File: src/rtl/regfile_wb_arbiter.sv
// regfile_wb_arbiter: shares the single register-file write port between
// the ALU writeback path (requester 0) and the load/store unit (requester 1).
// Each requester owns a one-entry holding slot; occupied slots are picked
// round-robin into a registered write-port driver. A saturating counter
// records cycles in which both slots are occupied.
// Build option: define WB_BYPASS_EN to forward the write being presented to
// the register file onto the read-data outputs in the same cycle; without
// it the read data passes straight through.
module regfile_wb_arbiter #(
   parameter int XLEN       = 32,
   parameter int REG_ADDR_W = 5,
   parameter int CNT_W      = 16
) (
   input  logic                  clk,
   input  logic                  rst,
   input  logic                  alu_valid,
   output logic                  alu_ready,
   input  logic [REG_ADDR_W-1:0] alu_rd,
   input  logic [XLEN-1:0]       alu_data,
   input  logic                  lsu_valid,
   output logic                  lsu_ready,
   input  logic [REG_ADDR_W-1:0] lsu_rd,
   input  logic [XLEN-1:0]       lsu_data,
   output logic                  rf_we,
   output logic [REG_ADDR_W-1:0] rf_addr_rd,
   output logic [XLEN-1:0]       rf_data_rd,
   output logic [CNT_W-1:0]      conflict_cnt,
   input  logic [REG_ADDR_W-1:0] rs1_addr,
   input  logic [REG_ADDR_W-1:0] rs2_addr,
   input  logic [XLEN-1:0]       rf_rdata1,
   input  logic [XLEN-1:0]       rf_rdata2,
   output logic [XLEN-1:0]       fwd_data1,
   output logic [XLEN-1:0]       fwd_data2
);

   // Slot state: valid bits are control (reset), rd/data are payload (no reset).
   logic                  alu_v_q, alu_v_d;
   logic [REG_ADDR_W-1:0] alu_rd_q, alu_rd_d;
   logic [XLEN-1:0]       alu_data_q, alu_data_d;
   logic                  lsu_v_q, lsu_v_d;
   logic [REG_ADDR_W-1:0] lsu_rd_q, lsu_rd_d;
   logic [XLEN-1:0]       lsu_data_q, lsu_data_d;

   // Arbitration and write-port state. last_grant: 0 = ALU won last, 1 = LSU.
   logic                  last_grant_q, last_grant_d;
   logic                  rf_we_q, rf_we_d;
   logic [REG_ADDR_W-1:0] rf_addr_q, rf_addr_d;
   logic [XLEN-1:0]       rf_data_q, rf_data_d;
   logic [CNT_W-1:0]      cnt_q, cnt_d;

   logic grant_alu, grant_lsu;
   logic alu_fire, lsu_fire;

   // Counter increment that sticks at all-ones instead of wrapping.
   function automatic logic [CNT_W-1:0] sat_inc(input logic [CNT_W-1:0] v);
      return (v == {CNT_W{1'b1}}) ? v : v + CNT_W'(1);
   endfunction

   // Round-robin grant from registered slot state only, so ready never
   // depends combinationally on valid.
   always_comb begin
      grant_alu = alu_v_q && (!lsu_v_q || last_grant_q);
      grant_lsu = lsu_v_q && (!alu_v_q || !last_grant_q);
   end

   // A slot can accept when empty or when it is being drained this cycle.
   assign alu_ready = !rst && (!alu_v_q || grant_alu);
   assign lsu_ready = !rst && (!lsu_v_q || grant_lsu);
   assign alu_fire  = alu_valid && alu_ready;
   assign lsu_fire  = lsu_valid && lsu_ready;

   // Slot next state: drain on grant, refill on handshake; writes to x0 are
   // accepted but never stored.
   always_comb begin
      alu_v_d    = alu_v_q;
      alu_rd_d   = alu_rd_q;
      alu_data_d = alu_data_q;
      lsu_v_d    = lsu_v_q;
      lsu_rd_d   = lsu_rd_q;
      lsu_data_d = lsu_data_q;
      if (grant_alu) alu_v_d = 1'b0;
      if (grant_lsu) lsu_v_d = 1'b0;
      if (alu_fire && (alu_rd != '0)) begin
         alu_v_d    = 1'b1;
         alu_rd_d   = alu_rd;
         alu_data_d = alu_data;
      end
      if (lsu_fire && (lsu_rd != '0)) begin
         lsu_v_d    = 1'b1;
         lsu_rd_d   = lsu_rd;
         lsu_data_d = lsu_data;
      end
   end

   // Write-port driver next state; address/data hold when nothing is granted.
   always_comb begin
      rf_we_d      = 1'b0;
      rf_addr_d    = rf_addr_q;
      rf_data_d    = rf_data_q;
      last_grant_d = last_grant_q;
      if (grant_alu) begin
         rf_we_d      = 1'b1;
         rf_addr_d    = alu_rd_q;
         rf_data_d    = alu_data_q;
         last_grant_d = 1'b0;
      end else if (grant_lsu) begin
         rf_we_d      = 1'b1;
         rf_addr_d    = lsu_rd_q;
         rf_data_d    = lsu_data_q;
         last_grant_d = 1'b1;
      end
      cnt_d = (alu_v_q && lsu_v_q) ? sat_inc(cnt_q) : cnt_q;
   end

   // Control and write-port registers, cleared by asynchronous reset.
   always_ff @(posedge clk or posedge rst) begin
      if (rst) begin
         alu_v_q      <= 1'b0;
         lsu_v_q      <= 1'b0;
         last_grant_q <= 1'b1;
         rf_we_q      <= 1'b0;
         rf_addr_q    <= '0;
         rf_data_q    <= '0;
         cnt_q        <= '0;
      end else begin
         alu_v_q      <= alu_v_d;
         lsu_v_q      <= lsu_v_d;
         last_grant_q <= last_grant_d;
         rf_we_q      <= rf_we_d;
         rf_addr_q    <= rf_addr_d;
         rf_data_q    <= rf_data_d;
         cnt_q        <= cnt_d;
      end
   end

   // Slot payload registers; meaningful only while the matching valid is set.
   always_ff @(posedge clk) begin
      alu_rd_q   <= alu_rd_d;
      alu_data_q <= alu_data_d;
      lsu_rd_q   <= lsu_rd_d;
      lsu_data_q <= lsu_data_d;
   end

   assign rf_we        = rf_we_q;
   assign rf_addr_rd   = rf_addr_q;
   assign rf_data_rd   = rf_data_q;
   assign conflict_cnt = cnt_q;

`ifdef WB_BYPASS_EN
   // Same-cycle forwarding of the write being presented to the register file.
   assign fwd_data1 = (rf_we_q && (rf_addr_q == rs1_addr) && (rs1_addr != '0)) ? rf_data_q : rf_rdata1;
   assign fwd_data2 = (rf_we_q && (rf_addr_q == rs2_addr) && (rs2_addr != '0)) ? rf_data_q : rf_rdata2;
`else
   // Read addresses only matter when forwarding is built in.
   logic unused_rs_addr;
   assign unused_rs_addr = ^{rs1_addr, rs2_addr};
   assign fwd_data1 = rf_rdata1;
   assign fwd_data2 = rf_rdata2;
`endif

endmodule
File: config.mk
export PLATFORM = sky130hd
export DESIGN_NAME = regfile_wb_arbiter
export DESIGN_NICKNAME = d
export VERILOG_FILES = /design/src/rtl/regfile_wb_arbiter.sv
export SDC_FILE = /design/constraint.sdc
export NUM_CORES = 1
export LEC_CHECK = 0
export CAP_MARGIN = 10
export CELL_PAD_IN_SITES_DETAIL_PLACEMENT = 0
export CELL_PAD_IN_SITES_GLOBAL_PLACEMENT = 1
export CORE_AREA = 3 3 135 137
export CTS_BUF_LIST = sky130_fd_sc_hd__clkbuf_8
export DETAILED_ROUTE_END_ITERATION = 6
export DIE_AREA = 0 0 138 140
export MAX_ROUTING_LAYER = met4
export PLACE_DENSITY_LB_ADDON = 0.1
export RECOVER_POWER = 50
export SETUP_SLACK_MARGIN = 0.3
export SLEW_MARGIN = 40
export SYNTH_ARGS = -nofsm -noshare
export SYNTH_HDL_FRONTEND = slang
export SYNTH_SLANG_ARGS = --single-unit
File: constraint.sdc
create_clock -name clk -period 3.5 [get_ports clk]
set_clock_uncertainty 0.2 [all_clocks]
set_input_delay 0.7 -clock clk [delete_from_list [all_inputs] [get_ports clk]]
set_output_delay 0.7 -clock clk [all_outputs]
set_load 0.005 [all_outputs]
==> impl_metrics.json, run 1 <==
{
  "rsz0062_at_grt": "false",
  "cts_resized": 0,
  "min_period_over_period_pct": 84.7,
  "synth.avg_cell_area_um2": 13.6,
  "grt_pass1_wl_um": 19900,
  "die_w_um": 138,
  "first_global_vias": 3495,
  "postCtsHoldBufs": 0,
  "arrival_ns": 2.06,
  "startpoint": "rst",
  "viasPerCell": 4.48,
  "fin_util_pct": 41.3,
  "status": "finished clean",
  "hold_violations": 0,
  "cap_violations": 0,
  "num_vias": 3229,
  "clk_pin_slew_worst_paths_ns": 0.07,
  "post-cts-setup-buffers": 0,
  "wl_um": 12900,
  "area_growth_syn_to_layout_pct": 30.5,
  "die_h_um": 140,
  "async_flop_share_pct": 43.5,
  "clk_latency_ns": 0.42,
  "slew_viol_final": 0,
  "r2r-start": "alu_v_q$_DFFE_PP0P_",
  "dp_hpwl_um": 9210,
  "crit_end": "lsu_ready",
  "root_buffer": "clkbuf_8",
  "ir_drop_uv": 231,
  "ys_types": 39,
  "end_kind": "output pin",
  "netlist_area_um2": 5440,
  "syn_nets": 552,
  "tns_ns": 0,
  "r2r_end": "rf_data_rd[29]$_DFFE_PP0P_",
  "pre_cts_ws_ns": 0.299,
  "final.setup.worst_slack_ns": 0.537,
  "rr_worst_depth": 4,
  "yosysWarnings": 0,
  "grt_max_degree": 49,
  "worstMarginPinSlew_ns": 1.39,
  "ys_seq_area_share_pct": 67.1,
  "nets": 633,
  "fill_cells": 1632,
  "ant_nets": 0,
  "antenna_found_initial": 3,
  "hp-class": "reg2reg",
  "rows": 48,
  "synth-seq-cells": 131,
  "maxSlewHeadroom_pct": 7.02,
  "gp_congestion": 0.778,
  "io_buffers": 133,
  "numClockSinks": 131,
  "synth_edf_count": 74,
  "drt_iter0_drc": 125,
  "synthCells": 399,
  "drive_above_1_share_pct": 10.1,
  "start_util_pct": 31.7,
  "required_ns": 2.60,
  "track_usage_pct": 14.1,
  "cts_buffers": 17,
  "synth_top_flop_cell": "edfxtp_1",
  "dieArea_um2": 19300,
  "cp_max_fo": 3,
  "path_class": "in2out",
  "htreeDepth": 4,
  "power.leakage_nw": 2.87,
  "gr-total-overflow": 0,
  "start_kind": "input port",
  "wl_per_cell_um": 17.9,
  "ios": 272,
  "finalSetupViolations": 0,
  "drc_errors": 0,
  "cts_tree": "done",
  "core_um2": 17200,
  "power.density_nw_per_um2": 561,
  "cts.path.max_buffers": 2,
  "max_freq_ghz": 0.338,
  "firstDrtPassIters": 4,
  "rrSetupSlack_ns": 1.13,
  "finalCriticalPeriod_ns": 2.96
}
==> cells in the mapped netlist (3+ instances only) <==
library cell  number  share of area (%)
edfxtp_1          74                 41
buf_4             66                9.1
dfrtp_1           56                 26
nor2_1            45                3.1
a21oi_1           41                3.8
mux2i_1           38                7.0
xor2_1            11                1.8
nand3_1            6               0.55
clkbuf_1           5               0.34
nand2_1            5               0.34
nand4_1            5               0.57
a31oi_1            4               0.46
and3_1             4               0.46
nor3_1             4               0.37
buf_6              3               0.62
inv_1              3               0.21
==> worst max-delay path, stage by stage <==
cell             delay [ns]
dlygate4sd3_1          0.62
a31oi_1                0.19
clkdlybuf4s50_1        0.56
==> how the worst min path moves through the flow <==
stage	start	endpoint	slack, ns	cells after the start
detailed placement	conflict_cnt[15]$_DFFE_PP0P_	conflict_cnt[15]$_DFFE_PP0P_	0.32	1
global placement	rf_data_rd[11]$_DFFE_PP0P_	rf_data_rd[11]$_DFFE_PP0P_	0.31	2
floorplan	conflict_cnt[15]$_DFFE_PP0P_	conflict_cnt[15]$_DFFE_PP0P_	0.30	1
finish	conflict_cnt[15]$_DFFE_PP0P_	conflict_cnt[15]$_DFFE_PP0P_	0.32	1
CTS	conflict_cnt[15]$_DFFE_PP0P_	conflict_cnt[15]$_DFFE_PP0P_	0.33	1
global route	conflict_cnt[15]$_DFFE_PP0P_	conflict_cnt[15]$_DFFE_PP0P_	0.35	1
==> layout by cell type (no fill, tap or decap), types with 3 or more instances in the layout <==
master,n
and3_1,4
xor2_1,11
clkdlybuf4s50_1,58
nor3_1,4
nand3_1,7
dfrtp_1,56
mux2i_1,38
edfxtp_1,74
a31oi_1,4
dlygate4sd3_1,75
bufinv_16,5
nor2_1,44
a21oi_1,41
clkbuf_8,19
diode_2,3
nand2_1,5
nand4_1,5
==> layer usage <==
layer / GRT usage, % / share of wire, %
met1: 15.1 / 40
met2: 22.8 / 50
met3: 5.70 / 6.9
met4: 6.76 / 3.3
met5: - / 0
==> cells by family after synthesis <==
family                   after synthesis  synth area share (%)
AND/OR/NAND/NOR                       85                  8.12
buffers and inverters                 82                  10.7
multiplexers                          39                  7.27
XOR/XNOR                              12                  1.93
adder cells (fa/ha/maj)                1                 0.230
AO/OA/AOI/OAI                         49                  4.69
flip-flops                           131                  67.1
==> through the flow <==
stage / power, W / std cells / instance area (µm²) / hold WS, ns
4_1_cts: 0.00407 / 717 / 7080 / 0.326
2_1_floorplan: 0.00221 / 399 / 5460 / 0.297
6_report: 0.00398 / 721 / 7100 / 0.315
3_5_place_dp: 0.00258 / 685 / 6610 / 0.319
3_3_place_gp: 0.00257 / 684 / 6580 / 0.306
5_1_grt: 0.00420 / 721 / 7100 / 0.352
==> sequential cells by signal (all words and copies together), names as in the netlist <==
| register | flops |
|---|---|
| rf_data_rd | 32 |
| last_grant_q | 1 |
| lsu_v_q | 1 |
| rf_addr_rd | 5 |
| alu_v_q | 1 |
| conflict_cnt | 16 |
| rf_we | 1 |
| lsu_data_q | 32 |
| alu_data_q | 32 |
| alu_rd_q | 5 |
| lsu_rd_q | 5 |
==> final cells by class <==
class | count | area [µm²] | area share (%)
Sequential cell | 131 | 3650 | 51.4
Timing Repair Buffer | 141 | 1450 | 20.4
Antenna cell | 3 | 7.51 | 0.106
Inverter | 3 | 12.5 | 0.176
Clock inverter | 13 | 205 | 2.89
Multi-Input combinational cell | 186 | 1230 | 17.3
Clock buffer | 19 | 262 | 3.68
Tap cell | 225 | 282 | 3.97
==> power breakdown <==
group          internal (W)  switching [W]
sequential          0.00180       0.000108
combinational      0.000358       0.000253
clock              0.000886       0.000583
Power figures use the tool's default switching activity.
==> run 2: changes to the inputs <==
- CORE_AREA: 3 3 135 137 -> 3 3 141 143
- DIE_AREA: 0 0 138 140 -> 0 0 144 146
- clock period: 3.5 -> 2.71 ns (I/O delays scaled with it)
==> run 2 against run 1 <==
Flip-flop and latch count unchanged. Register-to-register slack got worse by 0.55 ns. Sequential power increased by 29%. Clock power rose by 17%. First-iteration DRC count down 29%. Worst setup slack got worse by 0.18 ns.
==> impl_metrics.json, run 2 (synthesis results as in run 1) <==
{
  "internal-power_w": 0.00372,
  "cap_violations": 0,
  "viasPerCell": 4.36,
  "antenna_found_initial": 4,
  "area_growth_syn_to_layout_pct": 31.4,
  "first_global_vias": 3519,
  "finalSetupViolations": 0,
  "gp_congestion": 0.746,
  "wl_met2_um": 6370,
  "crit_slowest_cell": "or4_1",
  "hp-class": "in2async",
  "rrSetupSlack_ns": 0.58,
  "dieArea_um2": 21000,
  "nets": 640,
  "drive_above_1_share_pct": 13.2,
  "highest_layer": "met4",
  "p_comb_share_pct": 16.3,
  "io_buffers": 133,
  "dp_hpwl_um": 9160,
  "clk_pin_slew_worst_paths_ns": 0.08,
  "start_kind": "input port",
  "gr-total-overflow": 0,
  "power.leakage_nw": 2.88,
  "end_kind": "flop",
  "drt_iter0_drc": 89,
  "wl_um": 12900,
  "path_class": "in2reg",
  "die_h_um": 146,
  "switchingPower_w": 0.00128,
  "drc_errors": 0,
  "crit_family": "simple AND/OR/NAND/NOR gates",
  "r2r_end": "rf_data_rd[8]$_DFFE_PP0P_",
  "root_buffer": "clkbuf_8",
  "htreeDepth": 4,
  "tns_ns": 0,
  "worst-path-buf-inv": 2,
  "die_w_um": 144,
  "maxSlewHeadroom_pct": 41.1,
  "switching_share_pct": 25.6,
  "core_um2": 18700,
  "cts.path.max_buffers": 2,
  "slowest_delay_ns": 0.59,
  "ios": 272,
  "required_ns": 2.71,
  "power.density_nw_per_um2": 699,
  "rr_worst_depth": 7,
  "cts_tree": "done",
  "wl_met1_um": 5260,
  "seq_power_share_pct": 49.3,
  "p_clk_share_pct": 34.4,
  "r2r-start": "alu_v_q$_DFFE_PP0P_",
  "status": "finished clean",
  "route.met3.wl_um": 893,
  "ant_nets": 0,
  "arrival_ns": 2.35,
  "cts_buffers": 17,
  "grt_pass1_wl_um": 20100,
  "min_period_over_period_pct": 86.8,
  "firstDrtPassIters": 4,
  "cp_max_fo": 16,
  "slew_viol_final": 0,
  "finalCriticalPeriod_ns": 2.35,
  "clk_latency_ns": 0.43,
  "wl_per_cell_um": 17.5,
  "rows": 50,
  "ir_drop_uv": 340,
  "grt_max_degree": 49,
  "rsz0062_at_grt": "false",
  "layout_common_cells": "74 x edfxtp_1, 74 x dlygate4sd3_1, 56 x clkdlybuf4s50_1",
  "worstMarginPinSlew_ns": 0.884,
  "numClockSinks": 131,
  "max_freq_ghz": 0.425,
  "num_vias": 3221,
  "finalPower_w": 0.00500,
  "crit_chain": "dlygate4sd3_1, or4_1, o211ai_1, nor2b_4, buf_12",
  "hold_violations": 0,
  "track_usage_pct": 13.1,
  "startpoint": "lsu_rd[0]",
  "start_util_pct": 29.1
}
## run 2: changes by cell type in the layout (fill, tap and decap cells not counted), sizes merged, moves of 2 or more
cell,change
bufinv,-2
dlygate4sd2,+2
clkinvlp,+2
buf,+7
clkdlybuf4s50,-2
clkbuf,-2
## run 2: final cells by class
type | instances | area (µm²)
flip-flops and latches | 131 | 3650
clock inverters | 15 | 183
clock buffers | 17 | 234
well taps | 234 | 293
multi-input cells | 186 | 1250
inverters | 3 | 12.5
diodes | 4 | 10.0
repair buffers | 148 | 1510
fillers | 1789 | 11600
## run 2: what timing repair did
item                       4_1_cts  5_1_grt
hold endpoints to repair         0        0
setup endpoints to repair        2        1
gates resized for setup          8        1
hold buffers                     0        0
setup buffers                    5        1
## run 2: how the worst max path moves through the flow
stage | end | cells past startpoint
2_1_floorplan | lsu_data_q[0]$_DFFE_PP_ | 3
3_3_place_gp | lsu_data_q[12]$_DFFE_PP_ | 5
3_5_place_dp | lsu_data_q[14]$_DFFE_PP_ | 5
4_1_cts | lsu_ready | 2
5_1_grt | alu_ready | 5
6_report | lsu_data_q[15]$_DFFE_PP_ | 5
## run 2: routing by layer
layer	global-route usage, %	vias to the layer above
li1	-	1536
met1	15.4	1535
met2	20.1	107
met3	4.53	43
met4	6.07	0
met5	-	-
## run 2: power groups by stage
stage | logic [W] | clock network, W | registers, W
6_report | 0.000817 | 0.00172 | 0.00246
5_1_grt | 0.000903 | 0.00188 | 0.00249
4_1_cts | 0.000861 | 0.00178 | 0.00247
3_5_place_dp | 0.000834 | 0 | 0.00251
3_3_place_gp | 0.000829 | 0 | 0.00251
2_1_floorplan | 0.000377 | 0 | 0.00248
## run 2: stage by stage
| stage | std cells | cell area [µm²] | utilization, % | hold slack, ns | worst slack [ns] |
|---|---|---|---|---|---|
| 3_3_place_gp | 696 | 6670 | 35.6 | 0.311 | 0.0126 |
| 4_1_cts | 733 | 7140 | 38.2 | 0.266 | 0.336 |
| 5_1_grt | 738 | 7150 | 38.2 | 0.332 | 0.309 |
| 2_1_floorplan | 399 | 5460 | - | 0.297 | 0.00439 |
| 6_report | 738 | 7150 | 38.2 | 0.295 | 0.358 |
| 3_5_place_dp | 696 | 6670 | 35.6 | 0.318 | 0.000212 |
## run 2: worst register-to-register path, stage by stage, from the launching register on
cell and delay [ns]:
dfrtp_2 0.42, clkbuf_1 0.12, buf_4 0.16, buf_4 0.13, or2_2 0.51, buf_12 0.29, nor2_1 0.14, a21oi_1 0.05
